[config.mk]
export PLATFORM = sky130hd
export DESIGN_NAME = data_ram_responder
export DESIGN_NICKNAME = d
export VERILOG_FILES = /design/src/rtl/data_ram_responder.sv
export SDC_FILE = /design/constraint.sdc
export NUM_CORES = 2
export LEC_CHECK = 0
export BUFFER_PORTS_ARGS = -buffer_cell sky130_fd_sc_hd__buf_2
export CORE_ASPECT_RATIO = 0.8
export CORE_UTILIZATION = 57
export DETAILED_ROUTE_END_ITERATION = 10
export MAX_ROUTING_LAYER = met4
export PLACE_DENSITY = 0.76
export SKIP_CTS_REPAIR_TIMING = 1
export SYNTH_ARGS = -nofsm -noshare
export SYNTH_HDL_FRONTEND = slang
export SYNTH_SLANG_ARGS = --single-unit
[constraint.sdc]
create_clock -name clk -period 2.2 [get_ports clk]
set_input_delay 0.22 -clock clk [delete_from_list [all_inputs] [get_ports clk]]
set_output_delay 0.22 -clock clk [all_outputs]
set_load 0.05 [all_outputs]
[src/rtl/data_ram_responder.sv]
// rtl/data_ram_responder.sv - RAM-bus data memory responder: read-ahead, write-first forwarding, access stats.
// Optional macro RAM_CLEAR_EN: zero-sweep of the whole array after every reset, busy while sweeping.
module data_ram_responder #(
   parameter int AW = 8,
   parameter int DW = 16,
   parameter int CW = 8
) (
   input  logic          clk,
   input  logic          rst,
   input  logic          ram_cs,
   input  logic          ram_re,
   input  logic          ram_we,
   input  logic [AW-1:0] ram_addr,
   input  logic [DW-1:0] ram_wdata,
   output logic [DW-1:0] ram_rdata,
   output logic          rd_valid,
   output logic          busy,
   output logic          proto_err,
   output logic [CW-1:0] rd_count,
   output logic [CW-1:0] wr_count
);
   localparam int DEPTH = 2**AW;

   typedef enum logic [2:0] {S_IDLE, S_READ, S_WRITE, S_ERR, S_CLEAR} state_t;

   state_t        state, state_nxt;
   logic [DW-1:0] mem [DEPTH];
   logic [AW-1:0] last_addr;
   logic          valid_q;
   logic          clearing;
   logic          capture, wr_en, mem_we, both_en;
   logic          err_set, rd_start, wr_start;
   logic          mem_wr;
   logic [AW-1:0] mem_wa;
   logic [DW-1:0] mem_wd;

`ifdef RAM_CLEAR_EN
   localparam state_t S_RST = S_CLEAR;
   logic [AW-1:0] clr_addr;

   assign clearing = (state == S_CLEAR);
   assign busy     = clearing & ~rst;
   assign mem_wr   = (clearing & ~rst) | mem_we;
   assign mem_wa   = clearing ? clr_addr : ram_addr;
   assign mem_wd   = clearing ? '0 : ram_wdata;

   always_ff @(posedge clk or posedge rst) begin
      if (rst) begin
         clr_addr <= '0;
      end else if (clearing) begin
         clr_addr <= clr_addr + 1'b1;
      end
   end
`else
   localparam state_t S_RST = S_IDLE;

   assign clearing = 1'b0;
   assign busy     = 1'b0;
   assign mem_wr   = mem_we;
   assign mem_wa   = ram_addr;
   assign mem_wd   = ram_wdata;
`endif

   assign capture = ram_cs & ~busy;
   assign both_en = ram_cs & ram_re & ram_we;
   assign wr_en   = capture & ram_we & ~ram_re;
   // Gating on rst keeps a write whose edge meets reset assertion out of the array.
   assign mem_we  = wr_en & ~rst;

   assign rd_valid = ram_cs & valid_q & (ram_addr == last_addr);

   always_comb begin
      state_nxt = state;
      err_set   = 1'b0;
      case (state)
         S_IDLE: begin
            if (ram_cs & ram_re & ~ram_we) begin
               state_nxt = S_READ;
            end else if (ram_cs & ram_we & ~ram_re) begin
               state_nxt = S_WRITE;
            end
         end
         S_READ: begin
            if (~ram_re | ~ram_cs) state_nxt = S_IDLE;
         end
         S_WRITE: begin
            if (~ram_we | ~ram_cs) state_nxt = S_IDLE;
         end
         S_ERR: begin
            if (~ram_re & ~ram_we) state_nxt = S_IDLE;
         end
`ifdef RAM_CLEAR_EN
         S_CLEAR: begin
            err_set = ram_cs & (ram_re | ram_we);
            if (&clr_addr) state_nxt = S_IDLE;
         end
`endif
         default: state_nxt = S_IDLE;
      endcase
      // Both enables together abort whatever pulse is in flight.
      if (both_en && !clearing) begin
         state_nxt = S_ERR;
         err_set   = 1'b1;
      end
      rd_start = (state == S_IDLE) && (state_nxt == S_READ);
      wr_start = (state == S_IDLE) && (state_nxt == S_WRITE);
   end

   always_ff @(posedge clk or posedge rst) begin
      if (rst) begin
         state     <= S_RST;
         ram_rdata <= '0;
         last_addr <= '0;
         valid_q   <= 1'b0;
         proto_err <= 1'b0;
         rd_count  <= '0;
         wr_count  <= '0;
      end else begin
         state <= state_nxt;
         if (capture) begin
            ram_rdata <= wr_en ? ram_wdata : mem[ram_addr];
            last_addr <= ram_addr;
         end
         valid_q <= capture & ~wr_en & (ram_addr == last_addr);
         if (err_set) proto_err <= 1'b1;
         if (rd_start && rd_count != '1) rd_count <= rd_count + 1'b1;
         if (wr_start && wr_count != '1) wr_count <= wr_count + 1'b1;
      end
   end

   always_ff @(posedge clk) begin
      if (mem_wr) mem[mem_wa] <= mem_wd;
   end
endmodule

=== After elaboration in Yosys (flattened, before gate mapping) ===
Memories as Yosys holds them, arrays and structs flattened.
Index checks and enable logic that the tools add are counted.
Widths: inputs -> output; s select.

* Add/subtract/negate cells: 2
* Reduce and logical (&&, ||, !) cells: 5
* $mul: 0
* Equality and inequality tests: 8
* Mux-type cells: 11
* Bitwise logic cells: 18
* Shift-type cells: 0
* Div/mod/pow operators: 0
* Order comparisons: 0

{| class="wikitable"
|+ Operators by type and width
! operator !! count
|-
| $mux 3 || 6
|-
| $add 8x1->8 const B || 2
|-
| $mux 16 || 1
|-
| $ne 8x8->1 const B || 2
|-
| $pmux 3 s4 || 1
|-
| $and 1x1->1 || 11
|-
| $eq 3x2->1 const B || 3
|-
| $eq 8x8->1 || 1
|-
| $eq 3x1->1 const B || 2
|-
| $not 1->1 || 5
|-
| $logic_and 1x1->1 || 4
|-
| $logic_not 3->1 || 1
|-
| $mux 1 || 3
|-
| $or 1x1->1 || 2
|}

* Memories: 1
* ROM bits: 0
* Latch bits: 0
* Bits in registers: 45
* Logic and storage cells: 52
* RAM bits: 4096

{| class="wikitable"
|+ Memories
! name !! words !! bits a word !! read ports !! clocked after memory_dff !! write ports !! RTL line !! text
|-
| mem || 256 || 16 || 1 || 0 || 1 || 27 || <nowiki>logic [DW-1:0] mem [DEPTH];</nowiki>
|}

=== Depth between registers and ports, before layout ===
* Depth after elaboration: 9
* Depth in mapped cells: 12
* Mapped depth without buffers: 7

=== Least setup slack after synthesis ===
No wires, ideal clock.

* Kind: input to output
* From: input ram_addr[2]
* To: output rd_valid
* Stages on the path: 8
* Path buffers: 5
* Data arrival time: 3265 ps
* Path slack: -1285 ps
* Data required time: 1980 ps
* Cell sequence: buf_2 buf_2 clkbuf_1 clkbuf_1 clkbuf_1 xnor2_1 nand3_1 nor4_1

* Cells in the longest elaborated chain, start to end: 2

{| class="wikitable"
|+ RTL lines
! element !! RTL line !! text
|-
| start: declaration || 13 || <nowiki>input logic [AW-1:0] ram_addr,</nowiki>
|-
| $eq 8x8->1 || 70 || <nowiki>assign rd_valid = ram_cs & valid_q & (ram_addr == last_addr);</nowiki>
|-
| $and 1x1->1 || 70 ||
|-
| end: declaration || 16 || <nowiki>output logic rd_valid,</nowiki>
|}

No other way between the ends.

=== Worst setup path in the final report ===
* From: memory mem[207][15]
* To: register ram_rdata[15]

* Cells in the longest elaborated chain, start to end: 2

{| class="wikitable"
|+ RTL lines
! element !! RTL line !! text
|-
| start: declaration || 27 ||
|-
| $mem_v2 256x16 || - ||
|-
| $mux 16 || 121 || <nowiki>ram_rdata <= wr_en ? ram_wdata : mem[ram_addr];</nowiki>
|-
| end signal: assignment || 121 ||
|-
| end: declaration || 15 || <nowiki>output logic [DW-1:0] ram_rdata,</nowiki>
|}

No other way between the ends.
A chain may end at the register's enable or synchronous reset.

==> results_dict.tcl <==
set metrics [dict create \
    outcome "complete, but fails checks" \
    failed_checks "negative setup slack" \
    worst_slew_pin_slew_ns 0.880 \
    use_met1_pct 42.2 \
    globalRouteMet3Util_pct 7.54 \
    area_growth_syn_to_layout_pct 20.2 \
    fp-row-count 173 \
    post-synth-top-area-fraction_pct 77.3 \
    synth_seq_cells 4141 \
    clk_root_buffer_cell "sky130_fd_sc_hd__clkbuf_16" \
    viasPerCell 6.75 \
    layer_with_the_highest_usage "met2" \
    peakVddDrop_mv 0.808 \
    routed_wire_length_per_instance_um 34.2 \
    report.final.hold_viol_count 0 \
    top_level_ports 64 \
    grt_first_pass_wirelength_mm 608 \
    cts-buffers-inserted 373 \
    drt-pass1-iter-count 8 \
    synth-edff-count 4096 \
    post_route_cells_drive_above_1_share_pct 31.1 \
    ys_seq_area_share_pct 78.0 \
    synth.distinct_cells 58 \
    drt.antenna.violating_nets 0 \
    finalNetCount 8763 \
    floorplan.initialDensity_pct 57.3 \
    overflow 0 \
    cts_tree "yes" \
    drcViolationCount 0 \
    timing.critical_path.slowest_stage_cell "sky130_fd_sc_hd__nor4_4" \
    drt_first_iter_violations 12356 \
    dr_total_vias 85779 \
    synth-warning-count 0 \
    clock_path_buffers 4 \
    worstPathMaxFanout 1 \
    power_density_over_the_cells_nw_per_um2 844 \
    cts_max_level 5 \
    grt_max_degree 121 \
    post_synth_main_area_contributors "sky130_fd_sc_hd__edfxtp_1 77%, sky130_fd_sc_hd__mux4_2 9.5%, sky130_fd_sc_hd__mux2i_1 4.9%" \
    cpMostUsedCell "sky130_fd_sc_hd__mux4_2" \
    cp_top_family "multiplexers" \
    timing.setup.critical_path_class "reg -> reg" \
    start_kind "register" \
    crit_arrival_ns 3.53 \
    fillers 15823 \
    critical_path.endpoint_type "register" \
    final.setup.worst_slack_ns -0.544 \
    timing.slew.headroom_pct 41.3 \
    max_cap_viol_count 0 \
    worstPathBufferInverterCount 1 \
    post_dp_cell_area_um2 178000 \
    gp_routability_congestion 0.958 \
    post-route-cell-area_um2 191000 \
    endpoints_failing_setup 17 \
    detail_placement_hpwl_mm 269 \
    synth_flop_cell "sky130_fd_sc_hd__edfxtp_1" \
    postSynth.asyncResetShare_pct 1.09 \
    hold-worst-slack_ns 0.0670 \
    grt_setup_unrepaired "true" \
    cts.reportedPaths.clkPinSlew_ns 0.07 \
    io_buffers 62 \
    cts_sinks 4141 \
    die_height_um 475 \
    grt_util_met2_pct 46.9 \
    floorplan.core_area_um2 278000 \
    syn_area_per_cell_um2 20.8 \
    final.setup_skew_ns 0.0550 \
    period_needed_ns 2.74 \
    chipWidth_um 593 \
    grt.total_usage_pct 31.3 \
    floorplan.die_area_um2 281000 \
    timing.critical_path.cells "mux4_2 -> mux4_2 -> nor2b_4 -> a211o_1 -> nor4_4 -> buf_4 -> o32ai_2" \
    total_leakage_power_nw 62.7 \
    netlist_instances 7644 \
    worstHoldPathType "in -> reg" \
    routed_wl_mm 435 \
    mappedNetlistArea_um2 159000 \
    post-route-period-util_pct 125 \
    critPathMaxStageDelay_ns 0.56 \
    vias_in_the_first_global_route 84806 \
    antenna_found_initial 14 \
    cp_data_required_time_ns 2.99 \
    synthDominantAreaCellType "sky130_fd_sc_hd__edfxtp_1" \
    slew_violations 0 \
    clk_latency_ns 0.92 \
    clock.fmax_ghz 0.364 \
]
tightest hold or removal path: stages:
cell	delay [ns]
sky130_fd_sc_hd__buf_2	0.11
sky130_fd_sc_hd__nand3_1	0.11
sky130_fd_sc_hd__buf_12	0.15
sky130_fd_sc_hd__buf_4	0.11
sky130_fd_sc_hd__o22ai_1	0.11
sky130_fd_sc_hd__o32ai_2	0.12
cell usage after synthesis (3+ instances only):
library cell / instances
sky130_fd_sc_hd__nor3b_1: 3
sky130_fd_sc_hd__edfxtp_1: 4096
sky130_fd_sc_hd__buf_4: 48
sky130_fd_sc_hd__o32ai_1: 7
sky130_fd_sc_hd__buf_2: 171
sky130_fd_sc_hd__a22o_1: 55
sky130_fd_sc_hd__xnor2_1: 19
sky130_fd_sc_hd__nor4b_1: 23
sky130_fd_sc_hd__nor4_1: 6
sky130_fd_sc_hd__nand2b_1: 10
sky130_fd_sc_hd__dfrtp_1: 45
sky130_fd_sc_hd__or2_2: 4
sky130_fd_sc_hd__nor2_1: 314
sky130_fd_sc_hd__o21ai_0: 22
sky130_fd_sc_hd__nand3_1: 119
sky130_fd_sc_hd__o22ai_1: 28
sky130_fd_sc_hd__nand2_1: 166
sky130_fd_sc_hd__and3_1: 15
sky130_fd_sc_hd__a221oi_1: 151
sky130_fd_sc_hd__mux4_2: 671
sky130_fd_sc_hd__a21oi_1: 52
sky130_fd_sc_hd__inv_1: 17
sky130_fd_sc_hd__buf_6: 29
sky130_fd_sc_hd__buf_1: 26
sky130_fd_sc_hd__mux2_2: 15
sky130_fd_sc_hd__xor2_1: 3
sky130_fd_sc_hd__a2111oi_0: 4
sky130_fd_sc_hd__a32oi_1: 3
sky130_fd_sc_hd__a22oi_1: 393
sky130_fd_sc_hd__a211oi_1: 3
sky130_fd_sc_hd__nand4_1: 54
sky130_fd_sc_hd__a31oi_1: 41
sky130_fd_sc_hd__mux2i_1: 782
sky130_fd_sc_hd__clkbuf_1: 186
sky130_fd_sc_hd__o211ai_1: 3
sky130_fd_sc_hd__nor3_1: 12
sky130_fd_sc_hd__and2_1: 6
sky130_fd_sc_hd__nor2b_1: 18
flip-flops by register name, indices dropped and copies added, names as in the netlist:
signal,cells
proto_err,1
mem,4096
valid_q,1
last_addr,8
rd_count,8
state,3
ram_rdata,16
wr_count,8
through the flow:
stage / std cells / setup WS (ns) / setup TNS (ns) / power, mW / util (%)
CTS: 12680 / -1.20 / -12.57 / 161 / 68.2
finish: 12707 / -0.544 / -5.25 / 161 / 68.9
floorplan: 7645 / -0.341 / -858.48 / 93.0 / -
global placement: 12017 / -1.72 / -810.22 / 97.7 / 64.0
detailed placement: 12017 / -1.76 / -875.39 / 97.9 / 64.0
global route: 12703 / -0.568 / -6.70 / 165 / 68.9
layout by cell type, fill, tap and decap left out, types with 19 or more instances in the layout:
cell type and count:
sky130_fd_sc_hd__a21oi_1 36, sky130_fd_sc_hd__a221oi_1 109, sky130_fd_sc_hd__a221oi_2 38, sky130_fd_sc_hd__a22o_1 48, sky130_fd_sc_hd__a22oi_1 388, sky130_fd_sc_hd__a31oi_1 21, sky130_fd_sc_hd__buf_12 462, sky130_fd_sc_hd__buf_2 41
sky130_fd_sc_hd__buf_4 609, sky130_fd_sc_hd__buf_6 19, sky130_fd_sc_hd__bufinv_16 36, sky130_fd_sc_hd__clkbuf_1 84, sky130_fd_sc_hd__clkbuf_16 380, sky130_fd_sc_hd__clkinv_1 77, sky130_fd_sc_hd__clkinv_2 54, sky130_fd_sc_hd__dfrtp_1 45
sky130_fd_sc_hd__dlygate4sd3_1 24, sky130_fd_sc_hd__edfxtp_1 4096, sky130_fd_sc_hd__mux2i_1 779, sky130_fd_sc_hd__mux4_2 671, sky130_fd_sc_hd__nand2_1 148, sky130_fd_sc_hd__nand3_1 105, sky130_fd_sc_hd__nand4_1 54, sky130_fd_sc_hd__nor2_1 50
sky130_fd_sc_hd__nor2_2 75, sky130_fd_sc_hd__nor2_4 189, sky130_fd_sc_hd__nor4b_4 21, sky130_fd_sc_hd__o21ai_0 21
cells by family (layout without fill, tap and decap cells):
family | Yosys count | after routing | share of synthesized area (%)
muxes | 1468 | 1468 | 14.5
xor gates and xnor gates | 22 | 22 | 0.121
adders and majority gates | 2 | 2 | 0.0157
and+or+nand+nor | 760 | 760 | 2.19
DFF | 4141 | 4141 | 78.0
other | 1 | 14 | 0.00236
buffers and inverters | 477 | 1852 | 1.51
AOI/OAI and AO/OA | 773 | 773 | 3.66
per-layer routing:
metal	part of all wire (%)	routed length, um
met1	36	156000
met2	47	204000
met3	13	55400
met4	4.4	19300
met5	0	0
area by class of cell:
class / instances / area (um^2) / area share [%]
multi-input cells: 3027 / 35900 / 18.8
well taps: 3675 / 4600 / 2.40
clock buffers: 467 / 9870 / 5.16
clock inverters: 196 / 1940 / 1.01
diodes: 12 / 30.0 / 0.0157
flip-flops and latches: 4141 / 124000 / 64.9
repair buffers: 1172 / 14700 / 7.70
inverters: 17 / 63.8 / 0.0334
final timing paths:
kind                                    startpoint                   endpoint  slack (ns)  depth (start not counted)
setup reg to reg            mem[207][15]$_DFFE_PP_  ram_rdata[15]$_DFFE_PP0P_       -0.54                          7
hold / removal                              ram_cs  ram_rdata[15]$_DFFE_PP0P_        0.07                          6
hold reg to reg            rd_count[4]$_DFFE_PP0P_    rd_count[4]$_DFFE_PP0P_        0.50                          1
min in group asynchronous                      rst    rd_count[4]$_DFFE_PP0P_        0.57                          4
max in group asynchronous                      rst   ram_rdata[0]$_DFFE_PP0P_        1.07                          5
setup / recovery            mem[207][15]$_DFFE_PP_  ram_rdata[15]$_DFFE_PP0P_       -0.54                          7
power by group:
group,total (mW),internal [mW],switching (mW)
registers,86.9,86.8,0.188
clock network,64.4,36.0,28.3
logic,10.1,3.82,6.30
total,161,127,34.8
No activity file was read; power rests on OpenSTA's default activity.
